==> config.mk <==
export PLATFORM = sky130hd
export DESIGN_NAME = pwm_duty_sequencer
export DESIGN_NICKNAME = d
export VERILOG_FILES = /design/src/rtl/pwm_pkg.sv /design/src/rtl/pwm_period_tick.sv /design/src/rtl/pwm_duty_sequencer.sv
export SDC_FILE = /design/constraint.sdc
export NUM_CORES = 1
export LEC_CHECK = 0
export ABC_AREA = 0
export CAP_MARGIN = 20
export CORE_ASPECT_RATIO = 2
export CORE_MARGIN = 4
export CORE_UTILIZATION = 52
export CTS_BUF_LIST = sky130_fd_sc_hd__clkbuf_8 sky130_fd_sc_hd__clkbuf_16
export DETAILED_ROUTE_END_ITERATION = 12
export PLACE_DENSITY_LB_ADDON = 0.3
export SKIP_CTS_REPAIR_TIMING = 1
export SLEW_MARGIN = 20
export SYNTH_ARGS = -nofsm -noshare
export SYNTH_HDL_FRONTEND = slang
export SYNTH_SLANG_ARGS = --single-unit
==> constraint.sdc <==
create_clock -name I_SYS_CLK -period 5.9 [get_ports I_SYS_CLK]
set_input_delay 1.77 -clock I_SYS_CLK [delete_from_list [all_inputs] [get_ports I_SYS_CLK]]
set_output_delay 1.77 -clock I_SYS_CLK [all_outputs]
set_load 0.02 [all_outputs]
==> src/rtl/pwm_pkg.sv <==
// Shared PWM definitions: sequencer states, mode codes and default field width.
package pwm_pkg;

  localparam int unsigned PWM_W      = 32;
  localparam int unsigned PWM_MODE_W = 32;

  localparam logic [PWM_MODE_W-1:0] PWM_MODE_OFF    = 32'd0;
  localparam logic [PWM_MODE_W-1:0] PWM_MODE_EDGE   = 32'd1;
  localparam logic [PWM_MODE_W-1:0] PWM_MODE_CENTER = 32'd2;

  typedef enum logic [1:0] {
    ST_IDLE = 2'd0,
    ST_RAMP = 2'd1,
    ST_DONE = 2'd2
  } seq_state_t;

endpackage

==> src/rtl/pwm_period_tick.sv <==
// Period counter: registered one-cycle tick at the end of every PWM period while enabled.
module pwm_period_tick #(
  parameter int unsigned W = 32
) (
  input  logic         I_SYS_CLK,
  input  logic         I_RST_N,
  input  logic         I_EN,
  input  logic [W-1:0] I_DIV,
  output logic         O_TICK
);

  logic [W-1:0] r_pcnt;
  logic [W-1:0] w_last;

  // Divider of 0 or 1 collapses the period to a single clock.
  assign w_last = (I_DIV <= W'(1)) ? '0 : I_DIV - W'(1);

  // Count 0..P-1; the counter is held at zero whenever disabled.
  always_ff @(posedge I_SYS_CLK or negedge I_RST_N) begin
    if (!I_RST_N) begin
      r_pcnt <= '0;
      O_TICK <= 1'b0;
    end else if (!I_EN) begin
      r_pcnt <= '0;
      O_TICK <= 1'b0;
    end else if (r_pcnt >= w_last) begin
      r_pcnt <= '0;
      O_TICK <= 1'b1;
    end else begin
      r_pcnt <= r_pcnt + W'(1);
      O_TICK <= 1'b0;
    end
  end

endmodule

==> src/rtl/pwm_duty_sequencer.sv <==
// Ramps pwm_module's duty toward a target in fixed steps on period boundaries.
module pwm_duty_sequencer
  import pwm_pkg::*;
#(
  parameter int unsigned W = PWM_W
) (
  input  logic                  I_SYS_CLK,
  input  logic                  I_RST_N,
  input  logic                  I_START,
  input  logic                  I_ABORT,
  input  logic [PWM_MODE_W-1:0] I_CFG_MODE,
  input  logic [W-1:0]          I_CFG_FREQ_DIV,
  input  logic [W-1:0]          I_CFG_TARGET,
  input  logic [W-1:0]          I_CFG_STEP,
  input  logic [W-1:0]          I_CFG_HOLD,
  output logic [PWM_MODE_W-1:0] O_PWM_MODE,
  output logic [W-1:0]          O_PWM_FREQ_DIV,
  output logic [W-1:0]          O_PWM_DUTY,
  output logic                  O_BUSY,
  output logic                  O_DONE
);

  seq_state_t            r_state, w_state_nxt;
  logic [W-1:0]          r_tgt, r_step, r_hold, r_hcnt;
  logic [W-1:0]          w_tgt_nxt, w_step_nxt, w_hold_nxt, w_hcnt_nxt;
  logic [PWM_MODE_W-1:0] w_mode_nxt;
  logic [W-1:0]          w_div_nxt, w_duty_nxt;
  logic                  w_busy_nxt, w_done_nxt;

  logic                  w_tick;
  logic [W-1:0]          w_cfg_tgt, w_step_eff, w_hold_eff, w_step_duty;
  logic [W:0]            w_diff;
  logic                  w_up, w_last, w_hold_hit;

  // Period boundary source, running only while ramping.
  pwm_period_tick #(.W(W)) u_tick (
    .I_SYS_CLK (I_SYS_CLK),
    .I_RST_N   (I_RST_N),
    .I_EN      (r_state == ST_RAMP),
    .I_DIV     (O_PWM_FREQ_DIV),
    .O_TICK    (w_tick)
  );

  // Step/clamp arithmetic; the difference is one bit wider so it cannot wrap.
  assign w_cfg_tgt   = (I_CFG_TARGET > I_CFG_FREQ_DIV) ? I_CFG_FREQ_DIV : I_CFG_TARGET;
  assign w_step_eff  = (r_step == '0) ? W'(1) : r_step;
  assign w_hold_eff  = (r_hold == '0) ? W'(1) : r_hold;
  assign w_up        = (r_tgt >= O_PWM_DUTY);
  assign w_diff      = w_up ? ({1'b0, r_tgt} - {1'b0, O_PWM_DUTY})
                            : ({1'b0, O_PWM_DUTY} - {1'b0, r_tgt});
  assign w_last      = (w_diff <= {1'b0, w_step_eff});
  assign w_step_duty = w_up ? O_PWM_DUTY + w_step_eff : O_PWM_DUTY - w_step_eff;
  assign w_hold_hit  = (r_hcnt >= w_hold_eff - W'(1));

  // Next-state and next-output logic.
  always_comb begin
    w_state_nxt = r_state;
    w_mode_nxt  = O_PWM_MODE;
    w_div_nxt   = O_PWM_FREQ_DIV;
    w_duty_nxt  = O_PWM_DUTY;
    w_tgt_nxt   = r_tgt;
    w_step_nxt  = r_step;
    w_hold_nxt  = r_hold;
    w_hcnt_nxt  = r_hcnt;
    w_done_nxt  = 1'b0;

    case (r_state)
      ST_IDLE: begin
        if (I_START && !I_ABORT) begin
          w_mode_nxt  = I_CFG_MODE;
          w_div_nxt   = I_CFG_FREQ_DIV;
          w_tgt_nxt   = w_cfg_tgt;
          w_step_nxt  = I_CFG_STEP;
          w_hold_nxt  = I_CFG_HOLD;
          w_hcnt_nxt  = '0;
          w_state_nxt = (w_cfg_tgt == O_PWM_DUTY) ? ST_DONE : ST_RAMP;
        end
      end
      ST_RAMP: begin
        if (I_ABORT) begin
          w_state_nxt = ST_IDLE;
          w_hcnt_nxt  = '0;
        end else if (w_tick) begin
          if (w_hold_hit) begin
            w_hcnt_nxt = '0;
            if (w_last) begin
              w_duty_nxt  = r_tgt;
              w_state_nxt = ST_DONE;
            end else begin
              w_duty_nxt = w_step_duty;
            end
          end else begin
            w_hcnt_nxt = r_hcnt + W'(1);
          end
        end
      end
      ST_DONE: begin
        w_state_nxt = ST_IDLE;
        w_done_nxt  = !I_ABORT;
      end
      default: begin
        w_state_nxt = ST_IDLE;
      end
    endcase

    w_busy_nxt = (w_state_nxt == ST_RAMP);
  end

  // State, configuration and output registers.
  always_ff @(posedge I_SYS_CLK or negedge I_RST_N) begin
    if (!I_RST_N) begin
      r_state        <= ST_IDLE;
      r_tgt          <= '0;
      r_step         <= '0;
      r_hold         <= '0;
      r_hcnt         <= '0;
      O_PWM_MODE     <= '0;
      O_PWM_FREQ_DIV <= '0;
      O_PWM_DUTY     <= '0;
      O_BUSY         <= 1'b0;
      O_DONE         <= 1'b0;
    end else begin
      r_state        <= w_state_nxt;
      r_tgt          <= w_tgt_nxt;
      r_step         <= w_step_nxt;
      r_hold         <= w_hold_nxt;
      r_hcnt         <= w_hcnt_nxt;
      O_PWM_MODE     <= w_mode_nxt;
      O_PWM_FREQ_DIV <= w_div_nxt;
      O_PWM_DUTY     <= w_duty_nxt;
      O_BUSY         <= w_busy_nxt;
      O_DONE         <= w_done_nxt;
    end
  end

endmodule
# Word level (Yosys, flattened, before mapping)
# Index checks and enable logic that the tools add are counted.
# classes
add_sub_neg	8
order_cmp	6
n_eq_ne	6
n_mux	24
bitwise	1
n_reduce_logical	9
# op_table
operator	count
32-bit two-way mux	12
32-bit >= comparator	3
32-bit by 32-bit subtractor with 33-bit output	2
32-bit by 1-bit adder with 32-bit output, second input constant	2
32-bit zero test	2
32-bit one-hot mux with 2 select lines	1
32-bit by 1-bit subtractor with 32-bit output, second input constant	2
33-bit by 32-bit <= comparator with 1-bit output	1
33-bit two-way mux	1
32-bit adder	1
32-bit equality test	1
32-bit greater-than comparator	1
32-bit by 1-bit <= comparator with 1-bit output, second input constant	1
32-bit subtractor	1
2-bit two-way mux	6
2-bit by 1-bit equality test with 1-bit output, second input constant	2
2-bit one-hot mux with 2 select lines	1
4-bit AND reduction	1
1-bit two-way mux	3
3-bit != test, second input constant	1
3-bit AND reduction	1
2-bit equality test, second input constant	1
2-bit zero test	1
2-bit != test, second input constant	1
other kinds (5)	5
# word_totals
ff_bits	261
inputBits	164
output_inout_bits	98
elab_cells	66

# Longest topological paths before layout
# depth
ltp_word	9
ltp_mapped	27
depth_no_buf	25

# Cells and area by module
# Synthesis repeated with hierarchy kept, for this count alone.
# unflattened
hier_cells	2728
area_unflattened_um2	21725.8
# by_module_without_submodules
module	instances	cells_each	area_per_inst_um2
pwm_duty_sequencer	1	2367	18739.2
pwm_period_tick	1	361	2986.6

# Least setup slack after synthesis
# No wires, ideal clock.
# synth_path
kind	register to register
start	reg O_PWM_DUTY[20]
end	reg O_PWM_DUTY[31]
setup_ps	120
arrival_time_ps	5670
path_slack_ps	110
path_stages_with_launch	25
period_less_slack_ps	5790
cell_sequence	dfrtp_1 > inv_1 > ha_1 > clkbuf_1 > a21oi_1 > o21ai_1 > a21oi_1 > a31oi_2 > nor3_2 > clkbuf_1 > buf_1 > clkbuf_1 > o31ai_1 > xnor2_1 > ha_1 > a2111oi_0 > o21ai_0 > a211oi_1 > nor3_1 > o41ai_1 > a21oi_1 > a31oi_1 > o21ai_0 > xnor2_1 > a31o_1
# synth_via
elab_chain_len	4
# synth_lines
element	line_no	text
start, declared	pwm_duty_sequencer.sv:18	output logic [W-1:0] O_PWM_DUTY,
start signal, assigned	pwm_duty_sequencer.sv:130	O_PWM_DUTY <= w_duty_nxt;
32-bit by 32-bit subtractor with 33-bit output (tied with other cells)	pwm_duty_sequencer.sv:50	: ({1'b0, O_PWM_DUTY} - {1'b0, r_tgt});
33-bit two-way mux	pwm_duty_sequencer.sv:49	assign w_diff = w_up ? ({1'b0, r_tgt} - {1'b0, O_PWM_DUTY})
33-bit by 32-bit <= comparator with 1-bit output	pwm_duty_sequencer.sv:51	assign w_last = (w_diff <= {1'b0, w_step_eff});
32-bit two-way mux (*)	pwm_duty_sequencer.sv:86	if (w_last) begin
# Every way passes the cells marked *; elsewhere a longest branch is shown, timed or not.
# A chain may end at the register's enable or synchronous reset.

# Final worst setup path
# layout_path
start	reg r_tgt[3]
end	reg O_PWM_DUTY[12]
# layout_via
elab_chain_len	4
# layout_lines
element	line_no	text
start, declared	pwm_duty_sequencer.sv:24	logic [W-1:0] r_tgt, r_step, r_hold, r_hcnt;
start signal, assigned	pwm_duty_sequencer.sv:124	r_tgt <= w_tgt_nxt;
32-bit by 32-bit subtractor with 33-bit output (tied with other cells)	pwm_duty_sequencer.sv:50	
33-bit two-way mux	pwm_duty_sequencer.sv:49	
33-bit by 32-bit <= comparator with 1-bit output	pwm_duty_sequencer.sv:51	
32-bit two-way mux (*)	pwm_duty_sequencer.sv:86	
# Marked as above.

==> metrics.md <==
| Metric | Value |
|---|---|
| Commonest cells post-synth | `478 x nand2_1, 261 x dfrtp_1, 229 x ha_1` |
| Leak | `approximately 0.014 uW` |
| CP Data Arrival Time | `roughly 6100 ps` |
| Final Power | `9910 uW` |
| Post-Syn Instances | `2,688` |
| Hold slack final | `around 470 ps` |
| Antenna Nets Post-Route | `0` |
| Synth warn | `0` |
| Filler cells | `about 3.4k` |
| Main synth FF type | `dfrtp_1` |
| Part of the power in combinational logic | `58.4%` |
| Post-Syn Area | `approximately 22,000 sq um` |
| Clock-pin slew on the worst setup and hold paths | `~70 ps` |
| H-tree Lvls | `1` |
| GRT Residual Overflow | `0` |
| Final GP Congestion | `~1.1` |
| IO buf count | `261` |
| Fin util | `a little over two thirds` |
| Area grow syn2layout | `32.3%` |
| CTS Root Cell | `clkbuf_16` |
| Placed cell count | `between 3k and 4k` |
| Pint | `5640 uW` |
| CTS tree | `built` |
| Kind of start point of the critical path | `flip-flop` |
| Die Area | `between 40,000 and 50,000 sq um` |
| Syn_nets | `approximately 3.1k` |
| Count of cell types in the netlist | `80` |
| Pwr Density | `348 nW/um^2` |
| Cell with the most instances after synthesis | `nand2_1` |
| Detail Placement HPWL | `~73,000 microns` |
| Hold Path Class | `reg2reg` |
| Final cell count without fillers | `3,804` |
| CP Max Fanout | `14` |
| Tcrit/Tclk final | `96.6%` |
| Met2 usage | `a little under three quarters` |
| Place WS | `-91.3 ps` |
| DRC | `0` |
| Clock Path Buffers | `3` |
| Die Ht | `a little under 300 microns` |
| Yosys top cell area share | `around 30%` |
| Vias in the first global route | `approximately 24k` |
| Net Sw Frac | `a little over two fifths` |
| VDD IR max | `approximately 0.00037 V` |
| P_sw | `4270 uW` |
| WL/cell | `roughly 24 microns` |
| Critical path type | `reg2reg` |
| Worst Path Required | `between 6000 and 7000 ps` |
| Total Nets Final | `roughly 3.6k` |
| Global-route met3 utilization | `under 10%` |
| Max-cap violations | `0` |
| Fin worst setup slack | `~200 ps` |
| Slew Limit Fails | `0` |
| Worst Skew | `around 19 ps` |
| Core area | `~41,000 sq um` |
| Worst relative slew slack | `37.7%` |
| Final setup fails | `0` |
| Mean post-synth cell area | `around 8.0 sq um` |
| I/O Pins | `262` |
| Max Freq | `around 0.18 GHz` |
| TritonCTS buffer count | `27` |
| Met1 Track Usage GR | `roughly two fifths` |
| Chip width | `about 150 microns` |
| Worst-skew pair later-pin latency | `580 ps` |
| 1st-iter DRT viols | `1,629` |
| Vias per inst | `approximately 6` |
| Synthesized flop and latch total | `261` |
| First-pass DRT Iterations | `6` |
| Worst-margin pin slew | `~930 ps` |
| Status | `finished clean` |
| Tot GR Track Use | `around 39%` |
| Core Rows | `approximately 110` |
| Clk pwr share | `18.7%` |
| Tmin final | `approximately 5700 ps` |
| Post-synth ARST share | `between 90% and 100%` |
| First-pass GRT wire length | `around 130,000 microns` |
| Initial Utilization | `52.5%` |
| Gr busiest metal | `met2` |
| Critical path endpoint category | `flip-flop` |
| Flop pwr share | `a little under a quarter` |
| DR vias | `about 23k` |
| Synth area leaders | `dfrtp_1 30%, ha_1 13%, nand2_1 8.3%` |
| # clock sinks | `about 260` |
| Ratio of cells with drive above 1 in the final layout | `14.7%` |
| Pin count of the biggest net entering global routing | `about 130` |
| Final-report hold violation count | `0` |
| Dominant cell type by area after synthesis | `dfrtp_1` |
| Number of synthesized flops with an enable pin | `0` |
| Antenna violations before repair | `4` |
| Sequential-to-total area share from yosys stat | `30.4%` |
| Routed WL | `around 91,000 microns` |
## power groups by stage
| stage | clock, uW | sequential [uW] | combinational (uW) |
|---|---|---|---|
| finish | 1850 | 2270 | 5790 |
| global route | 1940 | 2300 | 6220 |
| floorplan | 0 | 2340 | 2950 |
| CTS | 1870 | 2260 | 5490 |
| detailed placement | 0 | 2290 | 5460 |
| global placement | 0 | 2270 | 5360 |
## worst max-delay path: stages (launching register included)
cell and delay, ps:
dfrtp_1 410, ha_1 380, nand3_1 170, nor4_4 340
buf_4 170, nand3_1 60, buf_4 150, and3_1 220
buf_4 160, nand3_2 120, buf_4 140, buf_4 230
a41oi_1 230, a21oi_1 330, buf_4 190, xnor2_1 120
ha_1 270, a21o_1 170, a21o_1 170, a21o_1 170
a21oi_1 160, o21ai_0 120, nor2_1 180, buf_4 180
o221ai_4 240, clkbuf_16 280, nand3_1 80, o221ai_1 100
## layout by cell type, fill, tap and decap left out, types with 27 or more instances in the layout
cell and count:
nor2_1 171, nand2_1 477, nand3_1 90, nor2b_1 27
ha_1 226, clkdlybuf4s50_1 260, xor2_1 68, nor3_1 38
a21o_1 71, o31ai_1 33, inv_1 175, nand4_1 50
a21oi_1 162, clkbuf_16 28, o21ai_0 205, nor4_1 29
buf_4 366, xnor2_1 135, dfrtp_1 260, mux2i_1 31
## layer usage
layer | wire length (microns) | vias to the layer above | part of all wire [%]
met3 | 5150 | 394 | 5.7
met1 | 29600 | 11004 | 33
li1 | - | 10578 | -
met2 | 46500 | 1053 | 51
met4 | 9320 | 0 | 10
met5 | 0 | - | 0
## path summary, 6_finish.rpt
| check | startpoint | end | slack (ps) | depth (start not counted) |
|---|---|---|---|---|
| min reg2reg | O_PWM_MODE[18] | O_PWM_MODE[18] | 470 | 2 |
| max in group asynchronous | I_RST_N | O_PWM_DUTY[20] | 3410 | 2 |
| max reg2reg | r_tgt[3] | O_PWM_DUTY[12] | 200 | 27 |
| min | O_PWM_MODE[18] | O_PWM_MODE[18] | 470 | 2 |
| min in group asynchronous | I_RST_N | r_hold[24] | 1240 | 1 |
| max | r_tgt[3] | O_PWM_DUTY[12] | 200 | 27 |
## per-stage QoR
step | cell area [sq um] | setup TNS, ps
floorplan | 21500 | 0
global placement | 27200 | 0
detailed placement | 27200 | -1480
CTS | 28100 | -2410
global route | 28500 | -32.8
finish | 28500 | 0
## registers in the layout (all words and copies together) (netlist names)
signal          cells
r_hold             32
O_PWM_FREQ_DIV     32
r_step             32
O_PWM_DUTY         32
r_state             2
r_tgt              32
r_hcnt             32
O_DONE              1
O_BUSY              1
u_tick.O_TICK       1
O_PWM_MODE         32
u_tick.r_pcnt      32
## cell type report
type / instances / area (sq um) / area share (%)
flip-flops and latches: 261 / 6530 / 23.0
clock inverters: 17 / 184 / 0.646
repair buffers: 635 / 5510 / 19.4
clock buffers: 32 / 744 / 2.62
multi-input cells: 2149 / 14200 / 49.8
well taps: 535 / 669 / 2.35
inverters: 172 / 646 / 2.27
diodes: 3 / 7.51 / 0.0264
## cell families (layout without fill, tap and decap cells)
family | Yosys count | after routing | share of synthesized area, %
and+or+nand+nor | 1000 | 1000 | 21.2
AOI/OAI and AO/OA | 676 | 677 | 19.8
buffers and inverters | 279 | 856 | 5.06
DFF | 261 | 261 | 30.4
adders and majority gates | 232 | 232 | 13.6
xor gates and xnor gates | 205 | 205 | 8.35
muxes | 35 | 35 | 1.65
other | 0 | 3 | 0
(Power assumes the default switching activity.)
